[src/rtl/alu_pkg.sv]
// Shared constants, op codes and FSM states for the ALU command sequencer.
package alu_pkg;

    localparam int ALU_W = 12;

    localparam logic [2:0] OP_ABS = 3'd0;
    localparam logic [2:0] OP_SHL = 3'd1;
    localparam logic [2:0] OP_AND = 3'd2;
    localparam logic [2:0] OP_OR  = 3'd3;
    localparam logic [2:0] OP_XOR = 3'd4;
    localparam logic [2:0] OP_NOT = 3'd5;
    localparam logic [2:0] OP_ADD = 3'd6;
    localparam logic [2:0] OP_SUB = 3'd7;

    localparam int FLG_CARRY = 2;
    localparam int FLG_SIGN  = 1;
    localparam int FLG_OV    = 0;

    typedef enum logic [1:0] {
        IDLE  = 2'd0,
        ISSUE = 2'd1,
        CAPT  = 2'd2,
        WB    = 2'd3
    } seq_state_t;

    // Op 1 (B<<1) has no A operand.
    function automatic logic op_uses_a(input logic [2:0] op);
        return op != OP_SHL;
    endfunction

    // ABS and NOT have no B operand.
    function automatic logic op_uses_b(input logic [2:0] op);
        return !(op == OP_ABS || op == OP_NOT);
    endfunction

endpackage

[src/rtl/alu_sequencer_if.sv]
// Command, load and result signals between the command source and the sequencer.
interface alu_sequencer_if import alu_pkg::*; #(
    parameter int W    = ALU_W,
    parameter int NREG = 4
);
    localparam int AW = $clog2(NREG);

    logic          cmd_valid;
    logic          cmd_ready;
    logic [2:0]    cmd_op;
    logic [AW-1:0] cmd_rd;
    logic [AW-1:0] cmd_ra;
    logic [AW-1:0] cmd_rb;

    logic          ld_valid;
    logic [AW-1:0] ld_addr;
    logic [W-1:0]  ld_data;

    logic          res_valid;
    logic [W-1:0]  res_z;
    logic [2:0]    res_flags;
    logic          ov_sticky;
    logic          ov_clr;

    modport master (
        output cmd_valid, cmd_op, cmd_rd, cmd_ra, cmd_rb,
        output ld_valid, ld_addr, ld_data, ov_clr,
        input  cmd_ready, res_valid, res_z, res_flags, ov_sticky
    );

    modport slave (
        input  cmd_valid, cmd_op, cmd_rd, cmd_ra, cmd_rb,
        input  ld_valid, ld_addr, ld_data, ov_clr,
        output cmd_ready, res_valid, res_z, res_flags, ov_sticky
    );
endinterface

[src/rtl/alu_regfile.sv]
// Register file with two async read ports and two write ports; writeback beats load.
module alu_regfile import alu_pkg::*; #(
    parameter int  W    = ALU_W,
    parameter int  NREG = 4,
    localparam int AW   = $clog2(NREG)
) (
    input  logic          clk,
    input  logic          rst_n,
    input  logic [AW-1:0] ra_addr,
    input  logic [AW-1:0] rb_addr,
    output logic [W-1:0]  ra_data,
    output logic [W-1:0]  rb_data,
    input  logic          wb_en,
    input  logic [AW-1:0] wb_addr,
    input  logic [W-1:0]  wb_data,
    input  logic          ld_en,
    input  logic [AW-1:0] ld_addr,
    input  logic [W-1:0]  ld_data
);
    logic [W-1:0] rf [NREG];

    // Per-entry write with writeback taking priority over a coincident load.
    always_ff @(posedge clk or negedge rst_n) begin
        if (!rst_n) begin
            for (int i = 0; i < NREG; i++) rf[i] <= '0;
        end else begin
            for (int i = 0; i < NREG; i++) begin
                if (wb_en && wb_addr == AW'(i))
                    rf[i] <= wb_data;
                else if (ld_en && ld_addr == AW'(i))
                    rf[i] <= ld_data;
            end
        end
    end

    assign ra_data = rf[ra_addr];
    assign rb_data = rf[rb_addr];

endmodule

[src/rtl/alu_sequencer.sv]
// Command-driven initiator for the external combinational 12-bit ALU.
//
//  state | meaning
//  IDLE  | ready for a command; accept latches op/rd/ra/rb
//  ISSUE | register op and masked operands onto the ALU bus
//  CAPT  | sample ALU result and flags into the result registers
//  WB    | write result to rd, pulse res_valid, accumulate ov_sticky
module alu_sequencer import alu_pkg::*; #(
    parameter int W    = ALU_W,
    parameter int NREG = 4
) (
    input  logic           clk,
    input  logic           rst_n,
    alu_sequencer_if.slave bus,
    output logic [2:0]     alu_op,
    output logic [W-1:0]   alu_a,
    output logic [W-1:0]   alu_b,
    input  logic [W-1:0]   alu_z,
    input  logic           alu_carry,
    input  logic           alu_sign,
    input  logic           alu_ov
);
    localparam int AW = $clog2(NREG);

    seq_state_t    state, state_nxt;
    logic          accept, issue, capt, wb;
    logic [2:0]    op_q;
    logic [AW-1:0] rd_q, ra_q, rb_q;
    logic [W-1:0]  rf_a, rf_b;

    // State register.
    always_ff @(posedge clk or negedge rst_n) begin
        if (!rst_n) state <= IDLE;
        else        state <= state_nxt;
    end

    // Next state and per-state strobes; one command every four cycles.
    always_comb begin
        state_nxt     = state;
        bus.cmd_ready = 1'b0;
        bus.res_valid = 1'b0;
        accept        = 1'b0;
        issue         = 1'b0;
        capt          = 1'b0;
        wb            = 1'b0;
        case (state)
            IDLE: begin
                bus.cmd_ready = 1'b1;
                if (bus.cmd_valid) begin
                    accept    = 1'b1;
                    state_nxt = ISSUE;
                end
            end
            ISSUE: begin
                issue     = 1'b1;
                state_nxt = CAPT;
            end
            CAPT: begin
                capt      = 1'b1;
                state_nxt = WB;
            end
            WB: begin
                wb            = 1'b1;
                bus.res_valid = 1'b1;
                state_nxt     = IDLE;
            end
            default: state_nxt = IDLE;
        endcase
    end

    // Latch the accepted command; addresses only, operands are read later at ISSUE.
    always_ff @(posedge clk or negedge rst_n) begin
        if (!rst_n) begin
            op_q <= '0;
            rd_q <= '0;
            ra_q <= '0;
            rb_q <= '0;
        end else if (accept) begin
            op_q <= bus.cmd_op;
            rd_q <= bus.cmd_rd;
            ra_q <= bus.cmd_ra;
            rb_q <= bus.cmd_rb;
        end
    end

    // Drive the ALU bus at ISSUE, zeroing operands the op does not use.
    always_ff @(posedge clk or negedge rst_n) begin
        if (!rst_n) begin
            alu_op <= '0;
            alu_a  <= '0;
            alu_b  <= '0;
        end else if (issue) begin
            alu_op <= op_q;
            alu_a  <= op_uses_a(op_q) ? rf_a : '0;
            alu_b  <= op_uses_b(op_q) ? rf_b : '0;
        end
    end

    // Capture ALU result and flags; they hold until the next command's capture.
    always_ff @(posedge clk or negedge rst_n) begin
        if (!rst_n) begin
            bus.res_z     <= '0;
            bus.res_flags <= '0;
        end else if (capt) begin
            bus.res_z                <= alu_z;
            bus.res_flags[FLG_CARRY] <= alu_carry;
            bus.res_flags[FLG_SIGN]  <= alu_sign;
            bus.res_flags[FLG_OV]    <= alu_ov;
        end
    end

    // Sticky overflow; an explicit clear beats a coincident overflowing writeback.
    always_ff @(posedge clk or negedge rst_n) begin
        if (!rst_n)
            bus.ov_sticky <= 1'b0;
        else if (bus.ov_clr)
            bus.ov_sticky <= 1'b0;
        else if (wb && bus.res_flags[FLG_OV])
            bus.ov_sticky <= 1'b1;
    end

    alu_regfile #(.W(W), .NREG(NREG)) u_rf (
        .clk     (clk),
        .rst_n   (rst_n),
        .ra_addr (ra_q),
        .rb_addr (rb_q),
        .ra_data (rf_a),
        .rb_data (rf_b),
        .wb_en   (wb),
        .wb_addr (rd_q),
        .wb_data (bus.res_z),
        .ld_en   (bus.ld_valid),
        .ld_addr (bus.ld_addr),
        .ld_data (bus.ld_data)
    );

endmodule

[src/flat_wrapper.sv]
// flat-port wrapper written by rule: the top's interface ports become plain ports
module alu_sequencer_flat import alu_pkg::*;
#(
    parameter int W    = ALU_W,
    parameter int NREG = 4
)
  (clk, rst_n, alu_op, alu_a, alu_b, alu_z, alu_carry, alu_sign, alu_ov, bus_cmd_valid, bus_cmd_op, bus_cmd_rd, bus_cmd_ra, bus_cmd_rb, bus_ld_valid, bus_ld_addr, bus_ld_data, bus_ov_clr, bus_cmd_ready, bus_res_valid, bus_res_z, bus_res_flags, bus_ov_sticky);
  alu_sequencer_if #(.W(W), .NREG(NREG)) bus_i ();
  input  logic clk;
  input  logic rst_n;
  output logic [2:0] alu_op;
  output logic [W-1:0] alu_a;
  output logic [W-1:0] alu_b;
  input  logic [W-1:0] alu_z;
  input  logic alu_carry;
  input  logic alu_sign;
  input  logic alu_ov;
  input wire logic [$bits(bus_i.cmd_valid)-1:0] bus_cmd_valid;
  input wire logic [$bits(bus_i.cmd_op)-1:0] bus_cmd_op;
  input wire logic [$bits(bus_i.cmd_rd)-1:0] bus_cmd_rd;
  input wire logic [$bits(bus_i.cmd_ra)-1:0] bus_cmd_ra;
  input wire logic [$bits(bus_i.cmd_rb)-1:0] bus_cmd_rb;
  input wire logic [$bits(bus_i.ld_valid)-1:0] bus_ld_valid;
  input wire logic [$bits(bus_i.ld_addr)-1:0] bus_ld_addr;
  input wire logic [$bits(bus_i.ld_data)-1:0] bus_ld_data;
  input wire logic [$bits(bus_i.ov_clr)-1:0] bus_ov_clr;
  output wire logic [$bits(bus_i.cmd_ready)-1:0] bus_cmd_ready;
  output wire logic [$bits(bus_i.res_valid)-1:0] bus_res_valid;
  output wire logic [$bits(bus_i.res_z)-1:0] bus_res_z;
  output wire logic [$bits(bus_i.res_flags)-1:0] bus_res_flags;
  output wire logic [$bits(bus_i.ov_sticky)-1:0] bus_ov_sticky;
  assign bus_i.cmd_valid = bus_cmd_valid;
  assign bus_i.cmd_op = bus_cmd_op;
  assign bus_i.cmd_rd = bus_cmd_rd;
  assign bus_i.cmd_ra = bus_cmd_ra;
  assign bus_i.cmd_rb = bus_cmd_rb;
  assign bus_i.ld_valid = bus_ld_valid;
  assign bus_i.ld_addr = bus_ld_addr;
  assign bus_i.ld_data = bus_ld_data;
  assign bus_i.ov_clr = bus_ov_clr;
  assign bus_cmd_ready = bus_i.cmd_ready;
  assign bus_res_valid = bus_i.res_valid;
  assign bus_res_z = bus_i.res_z;
  assign bus_res_flags = bus_i.res_flags;
  assign bus_ov_sticky = bus_i.ov_sticky;
  alu_sequencer #(.W(W), .NREG(NREG)) u_core (.clk(clk), .rst_n(rst_n), .bus(bus_i), .alu_op(alu_op), .alu_a(alu_a), .alu_b(alu_b), .alu_z(alu_z), .alu_carry(alu_carry), .alu_sign(alu_sign), .alu_ov(alu_ov));
endmodule
[config.mk]
export PLATFORM = sky130hd
export DESIGN_NAME = alu_sequencer_flat
export DESIGN_NICKNAME = d
export VERILOG_FILES = /design/src/rtl/alu_pkg.sv /design/src/rtl/alu_sequencer_if.sv /design/src/rtl/alu_regfile.sv /design/src/rtl/alu_sequencer.sv /design/src/flat_wrapper.sv
export SDC_FILE = /design/constraint.sdc
export NUM_CORES = 1
export LEC_CHECK = 0
export CAP_MARGIN = 0
export CORE_MARGIN = 10
export CORE_UTILIZATION = 45
export CTS_CLUSTER_DIAMETER = 40
export DETAILED_ROUTE_END_ITERATION = 10
export PLACE_DENSITY_LB_ADDON = 0.05
export REMOVE_ABC_BUFFERS = 1
export SYNTH_ARGS = -nofsm -noshare
export SYNTH_HDL_FRONTEND = slang
export SYNTH_SLANG_ARGS = --single-unit
[constraint.sdc]
create_clock -name clk -period 2.1 [get_ports clk]
set_input_delay 0.42 -clock clk [delete_from_list [all_inputs] [get_ports clk]]
set_output_delay 0.42 -clock clk [all_outputs]
set_load 0.01 [all_outputs]
* Yosys cells after proc, flatten, opt, wreduce, memory -nomap -nowiden *
Index checks and enable logic that the tools add are counted.

storage, ports and cells
  register bits after elaboration = 102
  input port bits = 43
  output and inout port bits = 45
  logic and storage cells = 76

operators by class
  order comparisons = 2
  eq/ne operators = 12
  muxes and demuxes = 26
  bitwise logic cells = 2
  reduce and logical (&&, ||, !) cells = 19

operators by type and width
  cell                                                                    count
  12-bit two-way mux                                                      14
  12-bit binary-select mux with 2-bit select                              2
  2-bit equality test (second input constant)                             6
  2-bit nonzero test                                                      5
  1-bit logical AND                                                       9
  1-bit two-way mux                                                       8
  2-bit case mux with 4 select lines                                      1
  2-bit by 1-bit equality test with 1-bit output (second input constant)  3
  3-bit >= comparator (second input constant)                             2
  2-bit logical NOT                                                       3
  2-bit NOT with 3-bit output                                             2
  3-bit equality test (second input constant)                             1
  3-bit logical NOT                                                       1
  3-bit by 1-bit != test with 1-bit output (second input constant)        1
  2-bit two-way mux                                                       1
  2-bit != test (second input constant)                                   1
  1-bit logical OR                                                        1

* Logic depth before layout (Yosys ltp) *
  word-level depth = 5
  gate-level depth with buffers = 6
  gate-level depth less buffers = 5

* By module *
A second synthesis with hierarchy kept.

second synthesis, totals
  cell total of the unflattened synthesis = 464
  area, all modules = 5,028.6 um^2

by module, submodules not included
  module         times used  cells an instance  area an instance (um^2)  seq. area each (um^2)
  alu_regfile    1           297                2,800.2                  1,201.2
  alu_sequencer  1           167                2,228.4                  1,351.3

* Least setup slack after synthesis *
No wires, ideal clock.

  path kind = register to register
  start point = register u_core.state[0]
  end point = register u_core.u_rf.rf[40] (netlist name)
  library setup time = 0.128 ns
  data arrival time = 1.785 ns
  data required time = 1.972 ns
  slack = 0.188 ns
  stages on the path, launching flop included = 6
  path through = dfrtp_1 > ha_1 > nor3b_2 > buf_4 > mux2_2 > mux2_1

between the ends
  longest elaborated chain between the ends = 4
  elaborated cells on any way between the ends = 5

RTL lines
  what                                                      RTL line             text
  start: declaration                                        alu_sequencer.sv:25  seq_state_t state, state_nxt;
  start signal: assignment                                  alu_sequencer.sv:34  else state <= state_nxt;
  2-bit equality test (*)                                   n/a
  1-bit two-way mux (*)                                     n/a
  via bus_res_valid                                         flat_wrapper.sv:28   output wire logic [$bits(bus_i.res_valid)-1:0] bus_res_valid;
  1-bit logical AND (*)                                     alu_regfile.sv:28    if (wb_en && wb_addr == AW'(i))
  12-bit two-way mux or 2-bit nonzero test (tied branches)  n/a
  end signal: indexed assignment                            alu_regfile.sv:29    rf[i] <= wb_data;
  end signal: indexed assignment                            alu_regfile.sv:31    rf[i] <= ld_data;
  end: declaration                                          alu_regfile.sv:20    logic [W-1:0] rf [NREG];

Mark *: on every way through the listed nets, which the timed path passes. The rest lies on a longest branch.
A chain may end at the register's enable or synchronous reset.

* Worst setup path in the final report *
  start point = register u_core.state[0]
  end point = output bus_res_valid

between the ends
  longest elaborated chain between the ends = 2

RTL lines
  what                 RTL line             text
  2-bit equality test  alu_sequencer.sv:46  case (state)
  1-bit two-way mux    alu_sequencer.sv:46
  end: declaration     flat_wrapper.sv:28

Every way passes these cells.

==> impl_metrics.py <==
metrics = {
    "setup_path": {
        "worstPathCellList": "ha_2 -> clkdlybuf4s50_1",
        "crit_family": "buffers and inverters",
        "slowest_delay_ps": 560,
        "start_kind": "flop",
        "cp.buffers_inverters": 1,
        "crit_slowest_cell": "clkdlybuf4s50_1",
        "critPathKind": "reg2out",
        "cp-end-kind": "primary output",
        "required_ps": 1680,
        "cp_max_fo": 6,
        "worstPathArrival_ps": 1550,
    },
    "global_route": {
        "grt_max_degree": 103,
        "grt_pass1_vias": 3732,
        "grtUsageTotal_pct": 15.83,
        "grt_pass1_wl_microns": 19930,
        "antenna_found_initial": 0,
        "gr-total-overflow": 0,
    },
    "cts": {
        "cts_resized": 0,
        "cts_hold_buf": 0,
        "ctsRootBufferMaster": "clkbuf_16",
        "cts_tree": "built",
        "cts_buffers": 9,
        "clk_latency_ps": 340,
        "clk_pin_slew_ps": 70,
        "clock-sinks": 102,
        "clock_path_buffers": 2,
        "post_cts_buffers": 0,
        "cts_max_level": 3,
    },
    "routing": {
        "drc_errors": 0,
        "wl_microns": 12340,
        "vias": 3382,
        "wl_per_cell_microns": 19.72,
        "dr.pass1.iters": 4,
        "drt_iter0_drc": 161,
        "ant_nets": 0,
        "viasPerCell": 5.403,
    },
    "sta": {
        "period_share_pct": 93.86,
        "setup_violations": 0,
        "hold_violations": 0,
        "worstMarginPinSlew_ps": 758.7,
        "slew_violations": 0,
        "hold_slack_ps": 108.5,
        "rsz0062_at_grt": "false",
        "post-route-min-period_ps": 1971,
        "clock_skew_ps": 4.827,
        "tns_ps": 0,
        "slew_headroom_pct": 49.42,
        "fmax_mhz": 507.3,
    },
    "flow_run": {
        "drv_cap": 0,
    },
    "hold_path": {
        "hold_class": "in2async",
    },
    "synthesis": {
        "ys.flop_type": "dfrtp_1",
        "synth_edf_count": 0,
        "ys_top_cells_by_area": "dfrtp_1 51%, mux2_2 15%, mux4_2 11%, mux2_1 6.5%, inv_1 3.9%",
        "syn_area_per_cell_sq_um": 13.16,
        "yosys-top-cells-count": "102 x dfrtp_1, 68 x mux2_2, 52 x inv_1",
        "netlist_instances": 384,
        "yosysSeqAreaShare_pct": 50.52,
        "synth.distinct_cells": 24,
        "async_flop_share_pct": 100.0,
        "yosysMostFrequentCell": "dfrtp_1",
        "synth_top_area_share_pct": 50.52,
        "ys_warn_count": 0,
        "synth_area_sq_mm": 0.005052,
        "synth_area_leader_cell": "dfrtp_1",
        "ys_ff_latch": 102,
    },
    "final_layout": {
        "drive_gt1_share_pct": 26.95,
        "fin_nets": 528,
        "syn2layout_area_growth_pct": 29.40,
        "multi_input_area_sq_mm": 0.002217,
        "diodes": 0,
        "seq_area_sq_mm": 0.002552,
        "fill_cells": 924,
        "final_cells": 626,
    },
    "placed_design": {
        "place_hpwl_microns": 8398,
        "dp_cells": 610,
        "numPortBuffers": 87,
        "place.gp.congestion": 0.7476,
    },
    "power_and_ir_drop": {
        "leakage_nw": 2.849,
        "p_total_mw": 10.23,
        "ir_drop_v": 0.0007754,
        "power_density_mw_per_mm2": 1564,
    },
    "die": {
        "initial_core_util_pct": 46.20,
        "ios": 88,
        "num_rows": 38,
        "die_x_microns": 126.0,
        "die_area_sq_mm": 0.01587,
        "fp.dieH_microns": 126.0,
        "core_area_sq_mm": 0.01094,
    },
    "status": {
        "status": "finished clean",
    },
}
-- stage by stage --
step | utilization (%) | setup slack [ps] | cell area, sq um
floorplan | - | -87.54 | 4955
global placement | 56.77 | 102.4 | 6208
detailed placement | 56.77 | 42.65 | 6208
CTS | 59.71 | 8.194 | 6530
global route | 59.78 | 23.26 | 6538
finish | 59.78 | 128.8 | 6538
-- report_power, final --
part / internal, mW / switching (mW) / total (mW)
sequential: 2.95 / 0.894 / 3.84
clock: 1.06 / 0.708 / 1.76
combinational: 2.78 / 1.84 / 4.62
-- sequential cells by signal, summed over array words and instances, names as in the netlist --
signal / flops
u_core.u_rf.rf: 48
u_core.alu_a: 12
u_core.alu_b: 12
u_core.bus.res_z: 12
u_core.alu_op: 3
u_core.bus.res_flags: 3
u_core.op_q: 3
u_core.ra_q: 2
u_core.rb_q: 2
u_core.rd_q: 2
u_core.state: 2
u_core.bus.ov_sticky: 1
-- cell families after synthesis --
family,Yosys count,synth area share (%)
XOR/XNOR,1,0.1734
AO/OA/AOI/OAI,44,5.052
flip-flops,102,50.52
multiplexers,134,34.89
adder cells (fa/ha/maj),4,0.9906
buffers and inverters,72,5.795
AND/OR/NAND/NOR,27,2.575
-- cell usage in the layout (no fill, tap or decap), types with 2 or more instances in the layout --
| cell | n |
|---|---|
| o21ai_0 | 2 |
| dfrtp_1 | 102 |
| mux2i_1 | 13 |
| mux2_2 | 68 |
| buf_12 | 5 |
| o21ai_1 | 2 |
| mux4_2 | 24 |
| a21oi_1 | 14 |
| nand3_1 | 2 |
| o22ai_1 | 24 |
| nor2_1 | 15 |
| nand3b_1 | 3 |
| clkdlybuf4s50_1 | 85 |
| ha_2 | 2 |
| clkbuf_8 | 4 |
| mux2_1 | 29 |
| clkbuf_16 | 9 |
| nand2_1 | 4 |
| ha_1 | 2 |
| buf_4 | 15 |
| inv_1 | 52 |
-- path summary, 6_finish.rpt --
| path | start | end | slack (ps) | depth (start not counted) |
|---|---|---|---|---|
| min | rst_n | u_core.bus.res_z[4] | 110 | 2 |
| min reg2reg | u_core.bus.ov_sticky | u_core.bus.ov_sticky | 500 | 2 |
| max | u_core.state[0] | bus_res_valid | 130 | 2 |
| min in group clk | u_core.bus.ov_sticky | u_core.bus.ov_sticky | 500 | 2 |
| max reg2reg | u_core.state[0] | u_core.u_rf.rf[40] | 220 | 5 |
| max in group asynchronous | rst_n | u_core.alu_a[0] | 1540 | 2 |
-- metal layers --
metal / global-route usage (%) / routed length, microns / part of all wire (%) / up-vias
li1: - / - / - / 1558
met5: 0 / 0 / 0 / -
met4: 6.564 / 230 / 1.9 / 0
met2: 27.36 / 6284 / 51 / 83
met1: 18.56 / 5210 / 42 / 1723
met3: 3.565 / 617 / 5.0 / 18
-- worst reg2reg max path: cells and delay by family, from the launching register on --
family,cells,cell delay (ps)
adder cells (fa/ha/maj),1,260
buffers and inverters,1,230
flip-flops,1,400
multiplexers,2,650
AND/OR/NAND/NOR,1,240
-- final cells by class --
type	instances	area share, %
Sequential cell	102	39.04
Multi-Input combinational cell	210	33.91
Timing Repair Buffer	106	16.46
Clock buffer	14	4.344
Inverter	52	2.986
Tap cell	140	2.679
Clock inverter	2	0.5742
No activity file was read; power rests on OpenSTA's default activity.
